[src/rtl/sdram_rd_scoreboard_if.sv]
// sdram_rd_scoreboard_if: expected-entry push channel and read-response channel
// between the SDRAM host port (master) and the read scoreboard (slave).
interface sdram_rd_scoreboard_if #(
   parameter int DATA_W = 32,
   parameter int ADDR_W = 32
) ();
   logic                  exp_valid;
   logic [DATA_W-1:0]     exp_data;
   logic [DATA_W/8-1:0]   exp_mask;
   logic [ADDR_W-1:0]     exp_addr;
   logic                  exp_ready;
   logic                  rsp_valid;
   logic [DATA_W-1:0]     rsp_data;
   modport master (
      output exp_valid, exp_data, exp_mask, exp_addr, rsp_valid, rsp_data,
      input  exp_ready
   );
   modport slave (
      input  exp_valid, exp_data, exp_mask, exp_addr, rsp_valid, rsp_data,
      output exp_ready
   );
endinterface

[src/rtl/sdram_rd_scoreboard.sv]
// sdram_rd_scoreboard: in-order expected-data FIFO that compares each returned
// read word byte-wise against the oldest accepted request.
module sdram_rd_scoreboard #(
   parameter int DATA_W = 32,
   parameter int DEPTH  = 8,
   parameter int ADDR_W = 32,
   parameter int CNT_W  = 16
) (
   input  logic                    clk_i,
   input  logic                    rst_ni,
   sdram_rd_scoreboard_if.slave    bus,
   input  logic                    clear_i,
   output logic                    cmp_valid_o,
   output logic                    mismatch_o,
   output logic [DATA_W/8-1:0]     mismatch_bytes_o,
   output logic [ADDR_W-1:0]       mismatch_addr_o,
   output logic [CNT_W-1:0]        match_count_o,
   output logic [CNT_W-1:0]        mismatch_count_o,
   output logic [CNT_W-1:0]        skip_count_o,
   output logic                    overflow_o,
   output logic                    underflow_o,
   output logic [$clog2(DEPTH):0]  occupancy_o,
   output logic                    idle_o
);
   localparam int NB = DATA_W / 8;
   localparam int AW = $clog2(DEPTH);

   logic [DATA_W-1:0] data_q [DEPTH];
   logic [NB-1:0]     mask_q [DEPTH];
   logic [ADDR_W-1:0] addr_q [DEPTH];
   logic [AW-1:0]     wr_ptr, rd_ptr;
   logic [AW:0]       occ;
   logic              full, empty, push, pop;
   logic [NB-1:0]     fail;

   function automatic logic [CNT_W-1:0] sat_inc(input logic [CNT_W-1:0] c);
      return &c ? c : c + CNT_W'(1);
   endfunction

   assign full          = occ == (AW+1)'(DEPTH);
   assign empty         = occ == '0;
   // A simultaneous pop frees the slot, so a full FIFO still accepts a push.
   assign bus.exp_ready = !full || bus.rsp_valid;
   assign push          = bus.exp_valid && bus.exp_ready;
   assign pop           = bus.rsp_valid && !empty;
   assign occupancy_o   = occ;
   assign idle_o        = empty;

   always_comb begin
      fail = '0;
      for (int b = 0; b < NB; b++)
         fail[b] = mask_q[rd_ptr][b] && (bus.rsp_data[8*b+:8] != data_q[rd_ptr][8*b+:8]);
   end

   always_ff @(posedge clk_i)
      if (push) begin
         data_q[wr_ptr] <= bus.exp_data;
         mask_q[wr_ptr] <= bus.exp_mask;
         addr_q[wr_ptr] <= bus.exp_addr;
      end

   always_ff @(posedge clk_i or negedge rst_ni)
      if (!rst_ni) begin
         wr_ptr           <= '0;
         rd_ptr           <= '0;
         occ              <= '0;
         cmp_valid_o      <= 1'b0;
         mismatch_o       <= 1'b0;
         mismatch_bytes_o <= '0;
         mismatch_addr_o  <= '0;
      end else begin
         wr_ptr      <= push ? wr_ptr + AW'(1) : wr_ptr;
         rd_ptr      <= pop ? rd_ptr + AW'(1) : rd_ptr;
         occ         <= occ + (AW+1)'(push) - (AW+1)'(pop);
         cmp_valid_o <= pop;
         if (pop) begin
            mismatch_o       <= |fail;
            mismatch_bytes_o <= fail;
            mismatch_addr_o  <= addr_q[rd_ptr];
         end
      end

   // Clear overrides any same-cycle statistic or flag update.
   always_ff @(posedge clk_i or negedge rst_ni)
      if (!rst_ni) begin
         match_count_o    <= '0;
         mismatch_count_o <= '0;
         skip_count_o     <= '0;
         overflow_o       <= 1'b0;
         underflow_o      <= 1'b0;
      end else if (clear_i) begin
         match_count_o    <= '0;
         mismatch_count_o <= '0;
         skip_count_o     <= '0;
         overflow_o       <= 1'b0;
         underflow_o      <= 1'b0;
      end else begin
         if (pop && mask_q[rd_ptr] == '0) skip_count_o <= sat_inc(skip_count_o);
         if (pop && mask_q[rd_ptr] != '0 && |fail) mismatch_count_o <= sat_inc(mismatch_count_o);
         if (pop && mask_q[rd_ptr] != '0 && !(|fail)) match_count_o <= sat_inc(match_count_o);
         if (bus.rsp_valid && empty) underflow_o <= 1'b1;
         if (bus.exp_valid && !bus.exp_ready) overflow_o <= 1'b1;
      end
endmodule

[src/flat_wrapper.sv]
// flat-port wrapper written by rule: the top's interface ports become plain ports
module sdram_rd_scoreboard_flat 
#(
   parameter int DATA_W = 32,
   parameter int DEPTH  = 8,
   parameter int ADDR_W = 32,
   parameter int CNT_W  = 16
)
  (clk_i, rst_ni, clear_i, cmp_valid_o, mismatch_o, mismatch_bytes_o, mismatch_addr_o, match_count_o, mismatch_count_o, skip_count_o, overflow_o, underflow_o, occupancy_o, idle_o, bus_exp_valid, bus_exp_data, bus_exp_mask, bus_exp_addr, bus_rsp_valid, bus_rsp_data, bus_exp_ready);
  sdram_rd_scoreboard_if #(.DATA_W(DATA_W), .ADDR_W(ADDR_W)) bus_i ();
  input  logic clk_i;
  input  logic rst_ni;
  input  logic clear_i;
  output logic cmp_valid_o;
  output logic mismatch_o;
  output logic [DATA_W/8-1:0] mismatch_bytes_o;
  output logic [ADDR_W-1:0] mismatch_addr_o;
  output logic [CNT_W-1:0] match_count_o;
  output logic [CNT_W-1:0] mismatch_count_o;
  output logic [CNT_W-1:0] skip_count_o;
  output logic overflow_o;
  output logic underflow_o;
  output logic [$clog2(DEPTH):0] occupancy_o;
  output logic idle_o;
  input wire logic [$bits(bus_i.exp_valid)-1:0] bus_exp_valid;
  input wire logic [$bits(bus_i.exp_data)-1:0] bus_exp_data;
  input wire logic [$bits(bus_i.exp_mask)-1:0] bus_exp_mask;
  input wire logic [$bits(bus_i.exp_addr)-1:0] bus_exp_addr;
  input wire logic [$bits(bus_i.rsp_valid)-1:0] bus_rsp_valid;
  input wire logic [$bits(bus_i.rsp_data)-1:0] bus_rsp_data;
  output wire logic [$bits(bus_i.exp_ready)-1:0] bus_exp_ready;
  assign bus_i.exp_valid = bus_exp_valid;
  assign bus_i.exp_data = bus_exp_data;
  assign bus_i.exp_mask = bus_exp_mask;
  assign bus_i.exp_addr = bus_exp_addr;
  assign bus_i.rsp_valid = bus_rsp_valid;
  assign bus_i.rsp_data = bus_rsp_data;
  assign bus_exp_ready = bus_i.exp_ready;
  sdram_rd_scoreboard #(.DATA_W(DATA_W), .DEPTH(DEPTH), .ADDR_W(ADDR_W), .CNT_W(CNT_W)) u_core (.clk_i(clk_i), .rst_ni(rst_ni), .bus(bus_i), .clear_i(clear_i), .cmp_valid_o(cmp_valid_o), .mismatch_o(mismatch_o), .mismatch_bytes_o(mismatch_bytes_o), .mismatch_addr_o(mismatch_addr_o), .match_count_o(match_count_o), .mismatch_count_o(mismatch_count_o), .skip_count_o(skip_count_o), .overflow_o(overflow_o), .underflow_o(underflow_o), .occupancy_o(occupancy_o), .idle_o(idle_o));
endmodule
[config.mk]
export PLATFORM = sky130hd
export DESIGN_NAME = sdram_rd_scoreboard_flat
export DESIGN_NICKNAME = d
export VERILOG_FILES = /design/src/rtl/sdram_rd_scoreboard_if.sv /design/src/rtl/sdram_rd_scoreboard.sv /design/src/flat_wrapper.sv
export SDC_FILE = /design/constraint.sdc
export NUM_CORES = 1
export LEC_CHECK = 0
export BUFFER_PORTS_ARGS = -buffer_cell sky130_fd_sc_hd__buf_2
export CAP_MARGIN = 20
export CORE_ASPECT_RATIO = 0.9
export CORE_MARGIN = 5
export CORE_UTILIZATION = 54
export DETAILED_ROUTE_END_ITERATION = 10
export PLACE_DENSITY = 0.82
export SYNTH_ARGS = -nofsm -noshare
export SYNTH_HDL_FRONTEND = slang
export SYNTH_SLANG_ARGS = --single-unit
[constraint.sdc]
create_clock -name clk_i -period 6 [get_ports clk_i]
set_input_delay 0.9 -clock clk_i [delete_from_list [all_inputs] [get_ports clk_i]]
set_output_delay 0.9 -clock clk_i [all_outputs]
set_load 0.005 [all_outputs]
; Word-level counts from Yosys, hierarchy flattened
; Memories as Yosys holds them, arrays and structs flattened. A register that Yosys moved wholly into a read port is not among the register bits.
; Cells that the tools add are included.
[classes]
add_sub_neg = 7
n_eq_ne = 8
mux = 15
reduce_logical = 33
[op_table]
columns = cell, n
row1 = 16-bit two-way mux, 9
row2 = "16-bit by 1-bit adder with 16-bit output, second input constant", 3
row3 = 16-bit AND reduction, 3
row4 = 8-bit != test, 4
row5 = 1-bit logical AND, 12
row6 = 2-bit nonzero test, 5
row7 = 4-bit zero test, 2
row8 = "3-bit by 1-bit adder with 3-bit output, second input constant", 2
row9 = 1-bit two-way mux, 6
row10 = "2-bit != test, second input constant", 3
row11 = 2-bit AND reduction, 3
row12 = 1-bit zero test, 5
row13 = 4-bit by 1-bit adder with 4-bit output, 1
row14 = "4-bit == test, second input constant", 1
row15 = 4-bit nonzero test, 1
row16 = 4-bit OR reduction, 1
row17 = 4-bit by 1-bit subtractor with 4-bit output, 1
row18 = 1-bit logical OR, 1
[totals]
register_bits = 66
ram_bits = 544
inputBits = 105
output_inout_bits = 94
elab_cells = 77
mem_count = 3
[memory_table]
columns = memory, words, word_bits, rd, rd_ports_with_merged_regs, wr, line
row1 = u_core.addr_q, 8, 32, 1, 1, 1, sdram_rd_scoreboard.sv:30  ; logic [ADDR_W-1:0] addr_q [DEPTH];
row2 = u_core.data_q, 8, 32, 1, 0, 1, sdram_rd_scoreboard.sv:28  ; logic [DATA_W-1:0] data_q [DEPTH];
row3 = u_core.mask_q, 8, 4, 1, 0, 1, sdram_rd_scoreboard.sv:29  ; logic [NB-1:0] mask_q [DEPTH];

; Depth between registers and ports, before layout
; An unclocked memory read counts as a cell.
[depth]
depth_word = 8
depth_mapped = 13
ltp_nobuf = 11

; Worst setup path after synthesis
; No wires, ideal clock.
[synth_timing]
kind = input to register
startpoint = input bus_rsp_valid
endpoint = memory u_core.addr_q[0][0], enable pin
setup_time_ns = 0.578
arrival_time_ns = 6.037
setup_slack_ns = -0.614
path_stages = 5
n_path_buf = 1
path_cell_list = nor4b_1 > nor2b_1 > clkbuf_1 > nand2b_1 > nor3_1
[synth_via]
elab_chain_len = 4
[synth_lines]
columns = item, line
row1 = start: declaration, flat_wrapper.sv:29  ; input wire logic [$bits(bus_i.rsp_valid)-1:0] bus_rsp_valid;
row2 = 1-bit logical OR, sdram_rd_scoreboard.sv:43  ; assign bus.exp_ready = !full || bus.rsp_valid;
row3 = 1-bit logical AND, sdram_rd_scoreboard.sv:44  ; assign push = bus.exp_valid && bus.exp_ready;
row4 = named net u_core.push, sdram_rd_scoreboard.sv:33  ; logic full, empty, push, pop;
row5 = 1-bit two-way mux, sdram_rd_scoreboard.sv:56  ; if (push) begin
row6 = 1-bit two-way mux (implied by the code), sdram_rd_scoreboard.sv:59  ; addr_q[wr_ptr] <= bus.exp_addr;
row7 = end: declaration, sdram_rd_scoreboard.sv:30
; The timed path passes the listed nets, and every way through them passes these cells.

; Final worst setup path
[layout_timing]
startpoint = register u_core.rd_ptr[0]
endpoint = register u_core.match_count_o[15]
[layout_via]
elab_chain_len = 8
word_cells_on_any_way = 17
[layout_lines]
columns = item, line
row1 = start: declaration, sdram_rd_scoreboard.sv:31  ; logic [AW-1:0] wr_ptr, rd_ptr;
row2 = start signal: assignment, sdram_rd_scoreboard.sv:73  ; rd_ptr <= pop ? rd_ptr + AW'(1) : rd_ptr;
row3 = memory 8 x 32 bit, -
row4 = 8-bit != test, sdram_rd_scoreboard.sv:52  ; fail[b] = mask_q[rd_ptr][b] && (bus.rsp_data[8*b+:8] != data_q[rd_ptr][8*b+:8]);
row5 = 1-bit logical AND, sdram_rd_scoreboard.sv:52
row6 = 4-bit OR reduction, sdram_rd_scoreboard.sv:100  ; if (pop && mask_q[rd_ptr] != '0 && !(|fail)) match_count_o <= sat_inc(match_count_o);
row7 = 1-bit zero test, sdram_rd_scoreboard.sv:100
row8 = 1-bit logical AND (*), sdram_rd_scoreboard.sv:100
row9 = 2-bit nonzero test (no line) (*), -
row10 = 2-bit AND reduction (no line) (*), -
row11 = end signal: assignment, sdram_rd_scoreboard.sv:100
row12 = end: declaration, sdram_rd_scoreboard.sv:17  ; output logic [CNT_W-1:0] match_count_o,
; Every way passes the cells marked *; elsewhere a longest branch is shown, timed or not.
; A chain may end at the register's enable or synchronous reset.

==> metrics.txt <==
worst vdd ir 0.0002292 V; Setup TNS Final 0 ns; IO Pins 199; Slew Viols, Final 0; largest family of logic cells by synthesized area multiplexers; postcts setup bufs 0; Starting Density 54.56%; Skew-Pair Late Insertion Delay 0.61 ns; EDFF count, synth 544; WP data required 6.52 ns; mux share of post-synthesis cell area 14.85%; TritonCTS clock tree yes; post-CTS sizing 0; power per cell area 453.7 mW/mm^2; floorplan row count 75; die area 0.05147 mm^2; cell taking the most area after synthesis edfxtp_1; # placed instances 2130; Post-Synth Simple-Gate Area 4.424%; CP endpoint kind register; average wire per standard cell 24.14 um; Die Wd 238.6 um; initial antenna violation count 12; Post-Synthesis Cell Area 0.02540 mm^2; first-pass GRT wire length 83950 um; Synth Area in Compound Gates 3.124%; main area contributors after synthesis edfxtp_1 (64%), mux4_2 (11%), dfrtp_1 (9.7%), mux2i_1 (3.6%), nand2_1 (1.0%); max_cap viols 0; DP HPWL 32180 um; Critical Path Fanout Max 47; RSZ-0062 raised after global routing no; area grow syn2layout 14.75%; final setup violation count 0; drt drc 0; worst path arrival time 5.15 ns; Final nets 1693; Main synth FF type edfxtp_1; Hold Crit Class in -> async; # clock sinks 642; worst-margin pin slew 1.086 ns; Synth Area per Inst 18.73 um^2; Seq/Total Area, Yosys 73.98%; clock slew at reported path FFs 0.06 ns; routed wire length 54140 um; core box area 0.04654 mm^2; share of layout cells above drive strength 1 28.59%; total global routing overflow 0; DRT iter0 DRCs 1323; Core Util, Final 62.61%; Leak Pwr 10.42 nW; max_slew headroom 27.57%; Clock Skews 0.02426 ns; most common cell in the synthesized netlist edfxtp_1; CTS Buffer Depth 3; non-filler instance count after layout 2243; vias in the first global route 13820; Pwr Total 13.22 mW; all-layer global routing usage 21.23%; startpoint types register; Vias 13390; Synth Area in Adders 0.6208%; root buffer cell clkbuf_16; Final ANT Viol Nets 0; Synth Area in XOR/XNOR 1.414%; Die Span Y 215.7 um; top cells by count, synth edfxtp_1 (544), mux4_2 (120), dfrtp_1 (98); clock buffer count from CTS 60; outcome complete, no violations; vias per inst 5.967; Cell variety after synth 42; Cells after Synth 1356; Synthesized Nets 1473; hold_buf cts 0; fmax 216.0 MHz; share of the synthesized area in the top cell type 64.32%; Setup CP Type reg -> reg; Hold Fails Final Rpt 0; pin count of the biggest net entering global routing 78; synthesized flop and latch total 642; warnings from Yosys 0; total iterations of the first detailed-routing run 5; # port buffers 198; H-Tree Depth 2; fin crit period 4.630 ns; share of the clock period used by the worst path 77.17%; final RePlAce weighted congestion 0.8208; Async S/R FF share, synth 15.26%
[worst max-delay path, stage by stage (launching register included)]
cell and delay (ns):
dfrtp_4 1.00, buf_12 0.40, mux4_2 0.54, mux2i_1 0.19, xor2_1 0.17, o221ai_1 0.16
o41ai_2 0.48, nand4_2 0.64, or4_1 0.73, a21oi_1 0.15
[kinds of logic (layout without fill, tap and decap cells)]
group                    count (synthesis)  in the layout
flip-flops                             642            642
multiplexers                           225            225
AND/OR/NAND/NOR                        221            221
AO/OA/AOI/OAI                          125            125
buffers and inverters                   90            357
XOR/XNOR                                41             41
adder cells (fa/ha/maj)                 12             12
other                                    0              4
[placed cells by master, fill, tap and decap left out, drive strengths merged, types with 7 or more instances in the layout]
cell type,n
edfxtp,544
inv,26
o31ai,8
xor2,26
nor3,15
or4,8
clkinv,15
and3,27
a21oi,36
xnor2,15
mux2,14
or3,7
buf,223
nor2b,12
a22oi,16
o21ai,42
mux2i,91
nor2,35
ha,11
and2,9
nand2b,7
clkbuf,83
mux4,120
nand4,9
dfrtp,98
a21o,10
nand2,68
nand3,19
[sequential cells by signal, indices dropped and copies added (netlist names), 3 cells and up]
register / cells
u_core.occupancy_o: 4
u_core.match_count_o: 16
u_core.skip_count_o: 16
u_core.addr_q: 256
u_core.mismatch_count_o: 16
u_core.mismatch_addr_o: 32
u_core.wr_ptr: 3
u_core.rd_ptr: 3
u_core.data_q: 256
u_core.mask_q: 32
u_core.mismatch_bytes_o: 4
[layer usage]
layer  global-route usage [%]  vias to the layer above  part of all wire [%]
met2                    34.06                      512                    49
li1                         -                     5844                     -
met4                    5.394                       22                   1.8
met3                    4.889                       93                   8.0
met1                    30.07                     6914                    41
met5                        0                        -                  0.26
[path summary, 6_finish.rpt]
kind | endpoint | cells after the start | startpoint | slack [ns]
max reg2reg | u_core.match_count_o[15] | 9 | u_core.rd_ptr[0] | 1.37
max | u_core.match_count_o[15] | 9 | u_core.rd_ptr[0] | 1.37
min in group clk_i | u_core.mismatch_addr_o[31] | 2 | u_core.mismatch_addr_o[31] | 0.47
min reg2reg | u_core.mismatch_addr_o[31] | 2 | u_core.mismatch_addr_o[31] | 0.47
min | u_core.match_count_o[5] | 1 | rst_ni | 0.43
max in group asynchronous | u_core.rd_ptr[2] | 2 | rst_ni | 4.41
[layout make-up]
| cell class | count | area [um^2] |
|---|---|---|
| diodes | 4 | 10.01 |
| clock buffers | 83 | 1648 |
| clock inverters | 26 | 294.0 |
| fillers | 3188 | 17400 |
| inverters | 25 | 93.84 |
| multi-input cells | 624 | 6282 |
| flip-flops and latches | 642 | 18800 |
| well taps | 616 | 770.7 |
| repair buffers | 223 | 1244 |
[metrics by stage]
stage / cell area (um^2) / hold WS [ns] / setup slack [ns]
floorplan: 25410 / 0.4700 / 1.210
global placement: 27190 / 0.4589 / 1.486
detailed placement: 27190 / 0.4652 / 1.322
CTS: 29130 / 0.4409 / 1.299
global route: 29130 / 0.4919 / 1.073
finish: 29140 / 0.4346 / 1.370
[power breakdown]
group / leakage, nW / switching (mW) / total [mW] / internal [mW]
Clock: 0.933 / 1.57 / 3.74 / 2.17
Sequential: 6.21 / 0.483 / 6.08 / 5.60
Combinational: 3.28 / 1.82 / 3.40 / 1.57
Total: 10.4 / 3.88 / 13.2 / 9.34
Note: power is estimated with default switching activity, not from simulation.
